File: config.mk
export PLATFORM = sky130hd
export DESIGN_NAME = design_09_requester
export DESIGN_NICKNAME = d
export VERILOG_FILES = /design/src/rtl/design_09_pkg.sv /design/src/rtl/design_09_req_timer.sv /design/src/rtl/design_09_requester.sv
export SDC_FILE = /design/constraint.sdc
export NUM_CORES = 1
export LEC_CHECK = 0
export ABC_AREA = 1
export BUFFER_PORTS_ARGS = -buffer_cell sky130_fd_sc_hd__buf_4
export CAP_MARGIN = 0
export CELL_PAD_IN_SITES_DETAIL_PLACEMENT = 1
export CELL_PAD_IN_SITES_GLOBAL_PLACEMENT = 2
export CORE_MARGIN = 10
export CORE_UTILIZATION = 29
export CTS_CLUSTER_SIZE = 12
export DETAILED_ROUTE_END_ITERATION = 16
export GPL_ROUTABILITY_DRIVEN = 0
export PLACE_DENSITY_LB_ADDON = 0.1
export RECOVER_POWER = 50
export SYNTH_ARGS = -nofsm -noshare
export SYNTH_HDL_FRONTEND = slang
export SYNTH_SLANG_ARGS = --single-unit
export TNS_END_PERCENT = 1
File: constraint.sdc
create_clock -name clk -period 1.55 [get_ports clk]
set_input_delay 0.31 -clock clk [delete_from_list [all_inputs] [get_ports clk]]
set_output_delay 0.31 -clock clk [all_outputs]
set_load 0.01 [all_outputs]
File: src/rtl/design_09_pkg.sv
// Shared definitions for the design_09 requester: FSM encoding, stray-count
// width and the wait-counter width derivation.
package design_09_pkg;

  typedef enum logic [1:0] {
    IDLE  = 2'd0,
    ISSUE = 2'd1,
    WAIT  = 2'd2,
    HOLD  = 2'd3
  } reqState_e;

  localparam int STRAY_W = 8;
  localparam logic [STRAY_W-1:0] STRAY_MAX = '1;

  // Counter only has to reach TIMEOUT-1, so clog2(TIMEOUT) bits suffice.
  function automatic int timerWidth(input int timeout);
    return (timeout <= 2) ? 1 : $clog2(timeout);
  endfunction

endpackage

File: src/rtl/design_09_req_timer.sv
// Wait counter for the requester: cleared on issue, counts WAIT cycles and
// flags the last permitted cycle.
module design_09_req_timer
  import design_09_pkg::*;
#(
  parameter int TIMEOUT = 16
) (
  input  logic clk,
  input  logic rst_n,
  input  logic clr,
  input  logic en,
  output logic expired
);

  localparam int CW = timerWidth(TIMEOUT);
  localparam logic [CW-1:0] LAST = CW'(TIMEOUT - 1);

  logic [CW-1:0] count_q, count_d;

  assign expired = (count_q == LAST);

  // Hold at LAST so the counter cannot wrap if enable lingers.
  always_comb begin
    count_d = count_q;
    if (clr) begin
      count_d = '0;
    end else if (en && !expired) begin
      count_d = count_q + 1'b1;
    end
  end

  always_ff @(posedge clk or negedge rst_n) begin
    if (!rst_n) begin
      count_q <= '0;
    end else begin
      count_q <= count_d;
    end
  end

endmodule

File: src/rtl/design_09_requester.sv
// Single-outstanding requester: accepts an operand pair, pulses start to the
// responder, waits for its result or a timeout, and holds the outcome.
module design_09_requester
  import design_09_pkg::*;
#(
  parameter int W       = 20,
  parameter int TIMEOUT = 16
) (
  input  logic               clk,
  input  logic               rst_n,
  input  logic               in_valid,
  output logic               in_ready,
  input  logic [W-1:0]       in_a,
  input  logic [W-1:0]       in_b,
  output logic               start,
  output logic [W-1:0]       a,
  output logic [W-1:0]       b,
  input  logic [W-1:0]       y,
  input  logic               valid,
  output logic               res_valid,
  input  logic               res_ready,
  output logic [W-1:0]       res_y,
  output logic               res_timeout,
  output logic [STRAY_W-1:0] stray_cnt
);

  reqState_e          state_q, state_d;
  logic [W-1:0]       opA_q, opA_d;
  logic [W-1:0]       opB_q, opB_d;
  logic [W-1:0]       resY_q, resY_d;
  logic               resTimeout_q, resTimeout_d;
  logic [STRAY_W-1:0] strayCnt_q, strayCnt_d;
  logic               timerClr, timerEn, timerExpired;

  assign timerClr = (state_q == ISSUE);
  assign timerEn  = (state_q == WAIT);

  design_09_req_timer #(
    .TIMEOUT (TIMEOUT)
  ) u_timer (
    .clk     (clk),
    .rst_n   (rst_n),
    .clr     (timerClr),
    .en      (timerEn),
    .expired (timerExpired)
  );

  // The responder re-samples a/b every cycle, so they come straight from the
  // operand registers, which only change on an IDLE handshake.
  assign a           = opA_q;
  assign b           = opB_q;
  assign res_y       = resY_q;
  assign res_timeout = resTimeout_q;
  assign stray_cnt   = strayCnt_q;

  always_comb begin
    state_d      = state_q;
    opA_d        = opA_q;
    opB_d        = opB_q;
    resY_d       = resY_q;
    resTimeout_d = resTimeout_q;
    strayCnt_d   = strayCnt_q;
    in_ready     = 1'b0;
    start        = 1'b0;
    res_valid    = 1'b0;

    case (state_q)
      IDLE: begin
        in_ready = 1'b1;
        if (in_valid) begin
          opA_d   = in_a;
          opB_d   = in_b;
          state_d = ISSUE;
        end
      end
      ISSUE: begin
        start   = 1'b1;
        state_d = WAIT;
      end
      WAIT: begin
        // A strobe on the last permitted cycle still wins over the timeout.
        if (valid) begin
          resY_d       = y;
          resTimeout_d = 1'b0;
          state_d      = HOLD;
        end else if (timerExpired) begin
          resY_d       = '0;
          resTimeout_d = 1'b1;
          state_d      = HOLD;
        end
      end
      HOLD: begin
        res_valid = 1'b1;
        if (res_ready) begin
          state_d = IDLE;
        end
      end
      default: begin
        state_d = IDLE;
      end
    endcase

    if (valid && (state_q != WAIT) && (strayCnt_q != STRAY_MAX)) begin
      strayCnt_d = strayCnt_q + 1'b1;
    end
  end

  always_ff @(posedge clk or negedge rst_n) begin
    if (!rst_n) begin
      state_q      <= IDLE;
      opA_q        <= '0;
      opB_q        <= '0;
      resY_q       <= '0;
      resTimeout_q <= 1'b0;
      strayCnt_q   <= '0;
    end else begin
      state_q      <= state_d;
      opA_q        <= opA_d;
      opB_q        <= opB_d;
      resY_q       <= resY_d;
      resTimeout_q <= resTimeout_d;
      strayCnt_q   <= strayCnt_d;
    end
  end

endmodule

==> Word-level counts from Yosys, hierarchy flattened <==
Index checks and enable logic that the tools add are counted.
{ "op_classes": {"addsub": 2, "eq_ne": 9, "mux": 14, "reduce_logical": 10} }
{ "ops": {"columns": ["cell", "n"], "rows": [
  ["$mux W20", 2],
  ["$add A8 B1 Y8 const B", 1],
  ["$mux W2", 4],
  ["$mux W4", 2],
  ["$ne A8 B8 Y1 const B", 1],
  ["$pmux W2 S4", 1],
  ["$ne A2 B2 Y1 const B", 3],
  ["$mux W1", 5],
  ["$add A4 B1 Y4 const B", 1],
  ["$eq A2 B2 Y1 const B", 2],
  ["$eq A4 B4 Y1 const B", 1],
  ["$reduce_and A2 Y1", 2],
  ["$reduce_bool A2 Y1", 2],
  ["$logic_and A1 B1 Y1", 3],
  ["$ne A3 B3 Y1 const B", 1],
  ["$reduce_and A3 Y1", 1],
  ["$eq A2 B1 Y1 const B", 1],
  ["$logic_not A2 Y1", 1],
  ["$logic_not A1 Y1", 1]
]} }
{ "totals": {"reg_bits": 75, "output_inout_bits": 72} }

==> Depth between registers and ports, before layout <==
Gate-level depths: netlist (run 1).
{ "logic_depth": {"word_depth": 5, "depth_mapped": 10, "mapped_depth_nobuf": 9} }

==> By module <==
Synthesis (run 1) repeated with hierarchy kept, for this count alone.
{ "unflattened": {"cells_unflattened": 293, "area_unflattened_um2": 3210.6} }
{ "by_module_without_submodules": {"columns": ["mod", "n_inst", "cells_each", "area_per_inst_um2"], "rows": [
  ["design_09_requester", 1, 264, 2985.4],
  ["design_09_req_timer", 1, 29, 225.2]
]} }

==> Least setup slack after synthesis (run 1) <==
No wires, ideal clock.
{ "synth_timing": {"path_kind": "register -> register", "from": "register state_q[0]", "to": "register opA_q[0] (netlist: a[0])", "setup_time_ns": 0.125, "t_arrival_ns": 1.298, "required_time_ns": 1.425, "setup_slack_ns": 0.126, "stages_incl_launch_ff": 6, "synth_period_minus_slack_ns": 1.424, "cell_sequence": "dfrtp_1 > inv_1 > ha_1 > nand2_2 > buf_6 > mux2_4"} }
{ "synth_between": {"elab_chain_len": 2} }
{ "synth_lines": {"columns": ["element", "line_no", "rtl"], "rows": [
  ["from (decl)", "design_09_requester.sv:27", "reqState_e state_q, state_d;"],
  ["from (signal assigned)", "design_09_requester.sv:117", "state_q <= state_d;"],
  ["$logic_not A2 Y1", "design_09_requester.sv:67", "case (state_q)"],
  ["$reduce_and A2 Y1 (no source line)", null, null],
  ["to (signal assigned)", "design_09_requester.sv:118", "opA_q <= opA_d;"],
  ["to (decl)", "design_09_requester.sv:28", "logic [W-1:0] opA_q, opA_d;"]
]} }
Every way passes these cells.
A chain may end at the register's enable or synchronous reset.

==> Worst setup path after layout (run 1) <==
{ "layout_timing": {"from": "register state_q[0]", "to": "output port in_ready"} }
{ "layout_between": {"elab_chain_len": 2} }
{ "layout_lines": {"columns": ["element", "line_no", "rtl"], "rows": [
  ["$logic_not A2 Y1", "design_09_requester.sv:67", null],
  ["$mux W1", "design_09_requester.sv:67", null],
  ["to (decl)", "design_09_requester.sv:12", "output logic in_ready,"]
]} }
Every way passes these cells.

==> flow_metrics.tcl, run 1 <==
set metrics [dict create \
    run_status "completed" \
    combinational_family_with_the_most_area_after_synthesis "multiplexers" \
    clock_skew_ns 0.00285 \
    port-buffer-count 136 \
    report.final.setup_viol 0 \
    overflow 0 \
    critical_path_cell_by_cell "inv_2, ha_4, buf_4, buf_6" \
    reg2reg_depth 6 \
    cp-start-kind "flop" \
    most_used_cells_in_the_layout_excluding_fill_and_tap_cells "buf_4 (111), nand2_1 (75), dfrtp_1 (75)" \
    ctsHtreeMaxLevel 3 \
    synthTopCellsByArea "dfrtp_1 (56%), mux2_4 (18%), nand2_1 (8.5%), nand3_1 (4.3%), ha_1 (2.2%)" \
    clk_pin_slew_ns 0.06 \
    worst_ir_drop_vdd_uv 870 \
    grt_start_max_net_pins 76 \
    synth_flop_cell "dfrtp_1" \
    post_synth_fa_ha_maj_area_fraction 0.0224 \
    synth_enable_flop_cells 0 \
    grt_antenna_before_repair 0 \
    dieWidth_um 127 \
    synth_cell_type_count 23 \
    p_per_area_mw_per_mm2 2110 \
    layout.nets 512 \
    final_max_slew_viol_count 0 \
    viasPerCell 4.40 \
    detail_route.wirelength_mm 9.99 \
    num_io_pins 137 \
    clock_tree.root_cell "clkbuf_16" \
    synth_seq_cells 75 \
    core_area_mm2 0.0114 \
    critical_path_class "reg -> out" \
    clkLatencyLatePin_ns 0.33 \
    critical_path.reg2reg.endpoint "b[7]" \
    cp.buffers_inverters 3 \
    start_util 0.294 \
    timing.final.crit_share 0.974 \
    slowest_stage "dfrtp_1" \
    detailed_place_hpwl_mm 7.50 \
    layout-drive-gt1-share 0.422 \
    clock.fmax_mhz 662 \
    largest_stage_delay_on_the_critical_path_ns 0.39 \
    tritoncts "built" \
    num_antenna_cells 0 \
    cts_max_path_buffers 2 \
    setup.reg_to_reg.worst_slack_ns 0.08 \
    vias 2589 \
    synth.mux.area_fraction 0.180 \
    final_cell_count_no_fill 589 \
    syn-cell-area_mm2 0.00334 \
    die_h_um 127 \
    route.detailed.drc 0 \
    cp.required_ns 1.24 \
    timing.final.hold_violations 0 \
    power.leakage_nw 2.55 \
    worstHoldStart "y[15]" \
    critical-path-top-delay-family "flip-flops" \
    synth.net_count 361 \
    min_delay_worst_endpoint "res_y[15]" \
    cp_num_cells 4 \
    rsz_0062_raised_after_global_routing "true" \
    worst_slack_ns 0.0400 \
    numCtsBuffers 9 \
    slew-limit-headroom 0.284 \
    row_count 39 \
    syn_area_per_cell_um2 11.5 \
    timing.rr.start "state_q[0]" \
    global_route_wire_length_before_repair_mm 15.5 \
    layout_commonest_cell "buf_4" \
    post_synth_inst_count 290 \
    post-synth-top-area-cell "dfrtp_1" \
    first_global_vias 2757 \
    dpl.cell_count 569 \
    path_max_fanout 3 \
    synth-seq-area-share 0.561 \
    worstSetupEndpointType "primary output" \
    yosys_warnings 0 \
    yosys.area_share.xor_xnor 0.00786 \
    wl_per_cell_um 17.0 \
    pre_cts_setup_slack_ns 0.0562 \
    die_area_mm2 0.0162 \
    drtIter0Drc 157 \
    min_path_type "in -> reg" \
    worst_slew_pin_slew_ns 1.07 \
    synth-simple-area-share 0.163 \
    clock-sinks 75 \
    drv_cap 0 \
    synth_async_sr_flop_share 1.00 \
    timing.critical_path.arrival_ns 1.20 \
    synth-compound-area-share 0.0157 \
    firstDrtPassIters 4 \
    detail-route-antenna-nets 0 \
    flow.area_growth_from_synthesis_pct 45.0 \
    total_power_mw 10.2 \
    synth_top_cell_area_share 0.561 \
    hold_depth 3 \
    finalCriticalPeriod_ns 1.51 \
    global_route_usage_sum 0.120 \
]
synthesized netlist by cell type, types with 3 or more instances:
library cell / count
nand2_1: 76
inv_1: 17
dfrtp_1: 75
nand2_2: 4
o21ai_0: 5
nor2_1: 12
a21oi_1: 3
mux2_4: 40
clkbuf_1: 3
ha_1: 6
buf_6: 6
nand3_1: 29
cells by family after synthesis:
family	Yosys count
simple gates	126
flops	75
mux	40
buf+inv	30
compound gates	10
fa+ha+maj	6
xor+xnor	3
layer usage:
layer | routed length [um] | share of wire | track usage | up-vias
met1 | 4230 | 0.42 | 0.142 | 1264
met5 | 0 | 0 | 0 | -
met4 | 133 | 0.013 | 0.0516 | 0
met2 | 5010 | 0.50 | 0.197 | 76
li1 | - | - | - | 1241
met3 | 619 | 0.062 | 0.0380 | 8
worst reg2reg max path, cell delays in order (launching register included):
cell and delay, ns:
dfrtp_1 0.39, inv_2 0.07, ha_4 0.16, buf_4 0.13
nand2_4 0.08, buf_12 0.20, mux2_4 0.33
final cells by class:
cell class	count	area, um^2
Tap cell	143	179
Timing Repair Buffer	152	1040
Clock inverter	4	72.6
Fill cell	1281	6520
Clock buffer	12	256
Sequential cell	75	1880
Multi-Input combinational cell	185	1350
Inverter	18	70.1
state kept, by name, summed over array words and instances, names as in the netlist:
signal           cells
a                   20
b                   20
res_y               20
stray_cnt            8
u_timer.count_q      4
state_q              2
res_timeout          1
power by group:
group	switching [mW]	total, mW	internal (mW)	leakage [nW]
registers	0.584	3.47	2.89	0.911
logic	2.09	4.44	2.35	1.48
clock network	0.810	2.31	1.50	0.159
total	3.49	10.2	6.73	2.55
stage by stage:
step / utilization / hold WS, ns / cell area [um^2] / TNS, ns
finish: 0.427 / 0.210 / 4850 / 0
global route: 0.427 / 0.195 / 4850 / -0.0180
CTS: 0.434 / 0.0150 / 4930 / -0.0233
detailed placement: 0.402 / 0.371 / 4580 / 0
global placement: 0.402 / 0.375 / 4580 / 0
floorplan: - / 0.0144 / 3340 / 0
worst max path at each step:
| stage | from | endpoint | slack [ns] |
|---|---|---|---|
| final | state_q[0] | in_ready | 0.04 |
| after global routing | state_q[0] | in_ready | -0.02 |
| after CTS | state_q[0] | in_ready | -0.02 |
| after detailed placement | state_q[0] | stray_cnt[3] | 0.06 |
| after global placement | state_q[0] | b[13] | 0.11 |
| after floorplan | state_q[0] | a[0] | 0.13 |
what timing repair did:
action,4_1_cts,5_1_grt
pin swaps,0,1
hold buffers,0,0
resized for setup,3,11
endpoints found under the setup margin,1,6
buffers inserted,3,1
(Power assumes the default switching activity.)
==> inputs of run 2 (changes only) <==
ABC_CLOCK_PERIOD_IN_PS = 1550   (was unset)
CORE_UTILIZATION = 30   (was 29)
CTS_BUF_LIST = sky130_fd_sc_hd__clkbuf_2   (was unset)
==> run 2 against run 1 <==
The flow now finishes with violations (setup timing). Register-to-register slack worse by 0.10 ns. Count of clock-buffer cells in the layout is 3 lower. Utilization is 9.5 points higher. Largest cell class is now non-clock buffers. Clock skew is 0.018 ns higher. Combinational power is 24% higher. Global-route usage is 2.5 points higher. Largest power group unchanged. Critical path depth stayed put.
==> flow_metrics.tcl, run 2 (same netlist as run 1, synthesis figures left out) <==
set metrics [dict create \
    run_status "finished with violations" \
    violations_in_the_final_reports "setup timing" \
    setup_tns_ns -0.545 \
    layout-drive-gt1-share 0.460 \
    drtIter0Drc 96 \
    finish.utilization 0.521 \
    flow.area_growth_from_synthesis_pct 69.7 \
    cts_max_path_buffers 2 \
    grt_start_max_net_pins 38 \
    clock_skew_ns 0.0204 \
    clkLatencyLatePin_ns 0.53 \
    final_max_slew_viol_count 0 \
    dpl.cell_count 571 \
    global_route_usage_sum 0.145 \
    hold_slack_ns 0.191 \
    clock-sinks 75 \
    final_cell_count_no_fill 656 \
    overflow 0 \
    global_route_wire_length_before_repair_mm 18.4 \
    min_path_type "in -> reg" \
    grt_antenna_before_repair 1 \
    timing.rr.start "state_q[0]" \
    detail_route.wirelength_mm 11.7 \
    report.final.setup_viol 8 \
    clock_tree.root_cell "clkbuf_2" \
    core_area_mm2 0.0109 \
    wl_per_cell_um 17.8 \
    worst_ir_drop_vdd_uv 705 \
    timing.final.crit_share 1.11 \
    tritoncts "built" \
    die_area_mm2 0.0158 \
    pre_cts_setup_slack_ns 0.0707 \
    num_io_pins 137 \
    numCtsBuffers 9 \
    reg2reg_depth 7 \
    critPathLaunch "state_q[0]" \
    detailed_place_hpwl_mm 7.94 \
    start_util 0.307 \
    critical_path_class "reg -> out" \
    viasPerCell 4.39 \
    cp.required_ns 1.24 \
    finalCriticalPeriod_ns 1.72 \
    layout.nets 581 \
    setup.reg_to_reg.worst_slack_ns -0.02 \
    slew-limit-headroom 0.545 \
    cp-start-kind "flop" \
    worst_setup_path_endpoint "in_ready" \
    layout_commonest_cell "buf_4" \
    critical_path.reg2reg.endpoint "a[4]" \
    ctsHtreeMaxLevel 3 \
    path_max_fanout 3 \
    most_used_cells_in_the_layout_excluding_fill_and_tap_cells "buf_4 (111), nand2_1 (74), dfrtp_1 (72)" \
    firstDrtPassIters 3 \
    vias 2882 \
    drv_cap 0 \
    first_global_vias 3214 \
    die_h_um 126 \
    worst_slack_ns -0.171 \
    rsz_0062_raised_after_global_routing "true" \
    power.leakage_nw 2.96 \
    worstSetupEndpointType "primary output" \
    clock.fmax_mhz 581 \
    detail-route-antenna-nets 0 \
    p_per_area_mw_per_mm2 1850 \
    row_count 38 \
    worst_slew_pin_slew_ns 0.682 \
    route.detailed.drc 0 \
    timing.critical_path.arrival_ns 1.41 \
    dieWidth_um 126 \
    clk_pin_slew_ns 0.22 \
    timing.final.hold_violations 0 \
    port-buffer-count 136 \
]
run 2: changes by cell type in the layout (fill, tap and decap cells not counted), sizes merged:
cell / previous run / this run
buf: 115 / 157
clkinv: 1 / 2
clkbuf: 49 / 11
diode: 0 / 1
dlygate4sd3: 0 / 62
inv: 18 / 21
clkinvlp: 1 / 0
run 2: final cells by class:
type | instances | area (um^2)
flip-flops and latches | 75 | 1880
inverters | 18 | 70.1
clock buffers | 9 | 45.0
well taps | 140 | 175
repair buffers | 221 | 2010
multi-input cells | 185 | 1380
diodes | 1 | 2.50
fillers | 1172 | 5210
clock inverters | 7 | 109
run 2: metal layers:
layer / part of all wire / track usage / up-vias
met2: 0.52 / 0.247 / 85
met5: 0 / 0 / -
li1: - / - / 1377
met3: 0.052 / 0.0406 / 18
met1: 0.40 / 0.165 / 1402
met4: 0.025 / 0.0684 / 0
run 2: where the power goes:
part           total, mW  switching, mW  internal [mW]
Clock               1.36          0.795          0.569
Sequential          3.61          0.733           2.88
Combinational       5.51           2.27           3.24
run 2: worst min-delay path by stage:
stage	slack (ns)	end	from	cells past startpoint
after floorplan	0.01	a[0]	rst_n	0
after global placement	0.18	stray_cnt[0]	rst_n	1
after detailed placement	0.18	stray_cnt[0]	rst_n	1
after CTS	0.07	stray_cnt[0]	rst_n	2
after global routing	0.13	a[3]	in_valid	3
final	0.19	a[3]	in_valid	3
run 2: metrics by stage:
step | cell area, um^2 | power [mW]
2_1_floorplan | 3340 | 5.96
3_3_place_gp | 4650 | 8.22
3_5_place_dp | 4650 | 8.36
4_1_cts | 5540 | 10.2
5_1_grt | 5680 | 11.2
6_report | 5680 | 10.5
run 2: what timing repair did:
item	4_1_cts	5_1_grt
setup buffers	4	2
hold buffers	62	0
pin swaps	2	3
endpoints found under the hold margin	135	0
setup endpoints to repair	7	72
resized for setup	23	40
run 2: critical path, cell delays in order, from the launching register on:
cell and delay (ns):
dfrtp_1 0.44, inv_2 0.07, ha_4 0.16, buf_6 0.11
buf_6 0.11
==> inputs of run 3 (changes only) <==
PLACE_DENSITY = 0.77   (was unset)
PLACE_DENSITY_LB_ADDON = unset   (was 0.1)
==> run 3 against run 2 <==
The run still ends with setup timing left. Register-to-register slack better by 0.04 ns. Non-clock buffer count is 7 lower. Die area stayed put. First-iteration DRC count is 23% higher. Highest routed layer unchanged. Wire length is 4.3% lower. Clock skew is 0.027 ns higher. Sequential share of layout area is 1.2 points higher. Flip-flop and latch count stayed put. Sequential power is 1% lower. Total power is 5.4% lower. Final cell count is 1.2% lower.
==> flow_metrics.tcl, run 3 (same netlist as run 1, synthesis figures left out) <==
set metrics [dict create \
    cp_num_cells 4 \
    clkLatencyLatePin_ns 0.54 \
    global_route_usage_sum 0.143 \
    setup.reg_to_reg.worst_slack_ns 0.02 \
    share_clk_of_total_power 0.119 \
    numCtsBuffers 9 \
    num_io_pins 137 \
    core_area_mm2 0.0109 \
    clk_pin_slew_ns 0.25 \
    worst_slack_ns -0.171 \
    firstDrtPassIters 4 \
    overflow 0 \
    detailed_place_hpwl_mm 7.65 \
    worst_slew_pin_slew_ns 1.04 \
    min_path_type "in -> reg" \
    pre_cts_setup_slack_ns 0.0399 \
    largest_stage_delay_on_the_critical_path_ns 0.44 \
    timing.final.crit_share 1.11 \
    power.internal_mw 6.24 \
    drtIter0Drc 118 \
    hold_depth 3 \
    tritoncts "built" \
    most_used_cells_in_the_layout_excluding_fill_and_tap_cells "buf_4 (124), nand2_1 (77), dfrtp_1 (71)" \
    route.detailed.drc 0 \
    layout-drive-gt1-share 0.447 \
    p_sw_mw 3.68 \
    worstSetupEndpointType "primary output" \
    detail-route-antenna-nets 0 \
    run_status "finished with violations" \
    die_area_mm2 0.0158 \
    timing.critical_path.arrival_ns 1.41 \
    drv_cap 0 \
    dieWidth_um 126 \
    ctsHtreeMaxLevel 3 \
    row_count 38 \
    critical_path_cell_by_cell "inv_2, ha_4, buf_6, buf_6" \
    timing.final.hold_violations 0 \
    worst_ir_drop_vdd_uv 689 \
    clock_tree.root_cell "clkbuf_2" \
    cp.required_ns 1.24 \
    swShare 0.371 \
    cp-start-kind "flop" \
    worst_setup_path_endpoint "in_ready" \
    cp.buffers_inverters 3 \
    violations_in_the_final_reports "setup timing" \
    rsz_0062_raised_after_global_routing "true" \
    grt_start_max_net_pins 76 \
    layout_commonest_cell "buf_4" \
    global_route_wire_length_before_repair_mm 18.4 \
    critical-path-top-delay-family "flip-flops" \
    detail_route.wirelength_mm 11.2 \
    port-buffer-count 136 \
    reg2reg_depth 9 \
    critical_path.reg2reg.endpoint "stray_cnt[3]" \
    p_per_area_mw_per_mm2 1810 \
    vias 2826 \
    final_max_slew_viol_count 0 \
    num_antenna_cells 0 \
    path_max_fanout 2 \
    report.final.setup_viol 3 \
    die_h_um 126 \
    first_global_vias 3256 \
    cell_repeated_most_along_the_worst_path "buf_6" \
    critical_path_class "reg -> out" \
    flow.area_growth_from_synthesis_pct 64.0 \
    power.leakage_nw 2.86 \
    cts_max_path_buffers 2 \
    clock-sinks 75 \
    start_util 0.307 \
    slew-limit-headroom 0.304 \
    clock_skew_ns 0.0478 \
    slowest_stage "dfrtp_1" \
    share_comb_of_total_power 0.522 \
    clock.fmax_mhz 581 \
    wl_per_cell_um 17.3 \
    layout.nets 574 \
    viasPerCell 4.36 \
    grt_antenna_before_repair 0 \
    timing.rr.start "state_q[0]" \
    finalCriticalPeriod_ns 1.72 \
    critPathLaunch "state_q[0]" \
    total_power_mw 9.92 \
    seqPwrFrac 0.359 \
]
[run 3: cell types whose count changed in the layout (fill, tap and decap cells not counted), sizes merged]
cell	before	now
dlygate4sd3	62	61
buf	157	149
diode	1	0
bufinv	2	1
clkinv	2	1
clkinvlp	0	2
clkbuf	11	13
[run 3: worst reg2reg max path: stages (launching register included)]
cell and delay (ns):
dfrtp_1 0.44, inv_2 0.06, buf_4 0.14, ha_4 0.17, inv_1 0.05, nand2_1 0.13
nor2_2 0.22, nand2_1 0.08, nor2_1 0.09, nor2_1 0.05
[run 3: worst min-delay path by stage]
stage	to	slack (ns)	from
floorplan	a[0]	0.01	rst_n
global placement	stray_cnt[0]	0.37	rst_n
detailed placement	stray_cnt[0]	0.36	rst_n
global route	res_y[17]	0.007	valid
finish	res_y[14]	0.07	valid
CTS	res_y[17]	0.01	valid
[run 3: metal layers]
layer / share of wire / GRT usage / routed length [um] / vias up
li1: - / - / - / 1363
met2: 0.52 / 0.248 / 5800 / 81
met1: 0.41 / 0.169 / 4640 / 1369
met4: 0.015 / 0.0447 / 172 / 0
met3: 0.053 / 0.0359 / 593 / 13
met5: 0 / 0 / 0 / -
[run 3: what timing repair did]
action,4_1_cts,5_1_grt
endpoints found under the setup margin,6,45
endpoints found under the hold margin,135,0
setup buffers,4,0
gates resized for setup,20,22
hold buffers,61,0
pin swaps,3,0
[run 3: per-stage QoR]
| step | utilization | cell area [um^2] | hold slack [ns] | cells | TNS (ns) |
|---|---|---|---|---|---|
| floorplan | - | 3340 | 0.0144 | 290 | 0 |
| global placement | 0.421 | 4580 | 0.365 | 567 | 0 |
| detailed placement | 0.421 | 4580 | 0.364 | 567 | 0 |
| CTS | 0.499 | 5430 | 0.0110 | 648 | -0.736 |
| global route | 0.504 | 5480 | 0.00690 | 648 | -2.60 |
| finish | 0.504 | 5480 | 0.0748 | 648 | -0.484 |
[run 3: power by group through the flow]
| stage | logic, mW | registers [mW] | clock network [mW] |
|---|---|---|---|
| final | 5.18 | 3.56 | 1.18 |
| after global routing | 5.64 | 3.70 | 1.33 |
| after CTS | 5.12 | 3.52 | 1.24 |
| after detailed placement | 4.73 | 3.54 | 0 |
| after global placement | 4.60 | 3.51 | 0 |
| after floorplan | 2.13 | 3.83 | 0 |
[run 3: layout make-up]
class | count | area [um^2]
Tap cell | 140 | 175
Inverter | 18 | 70.1
Timing Repair Buffer | 214 | 1860
Multi-Input combinational cell | 185 | 1370
Clock buffer | 9 | 45.0
Clock inverter | 7 | 82.6
Fill cell | 1193 | 5400
Sequential cell | 75 | 1880
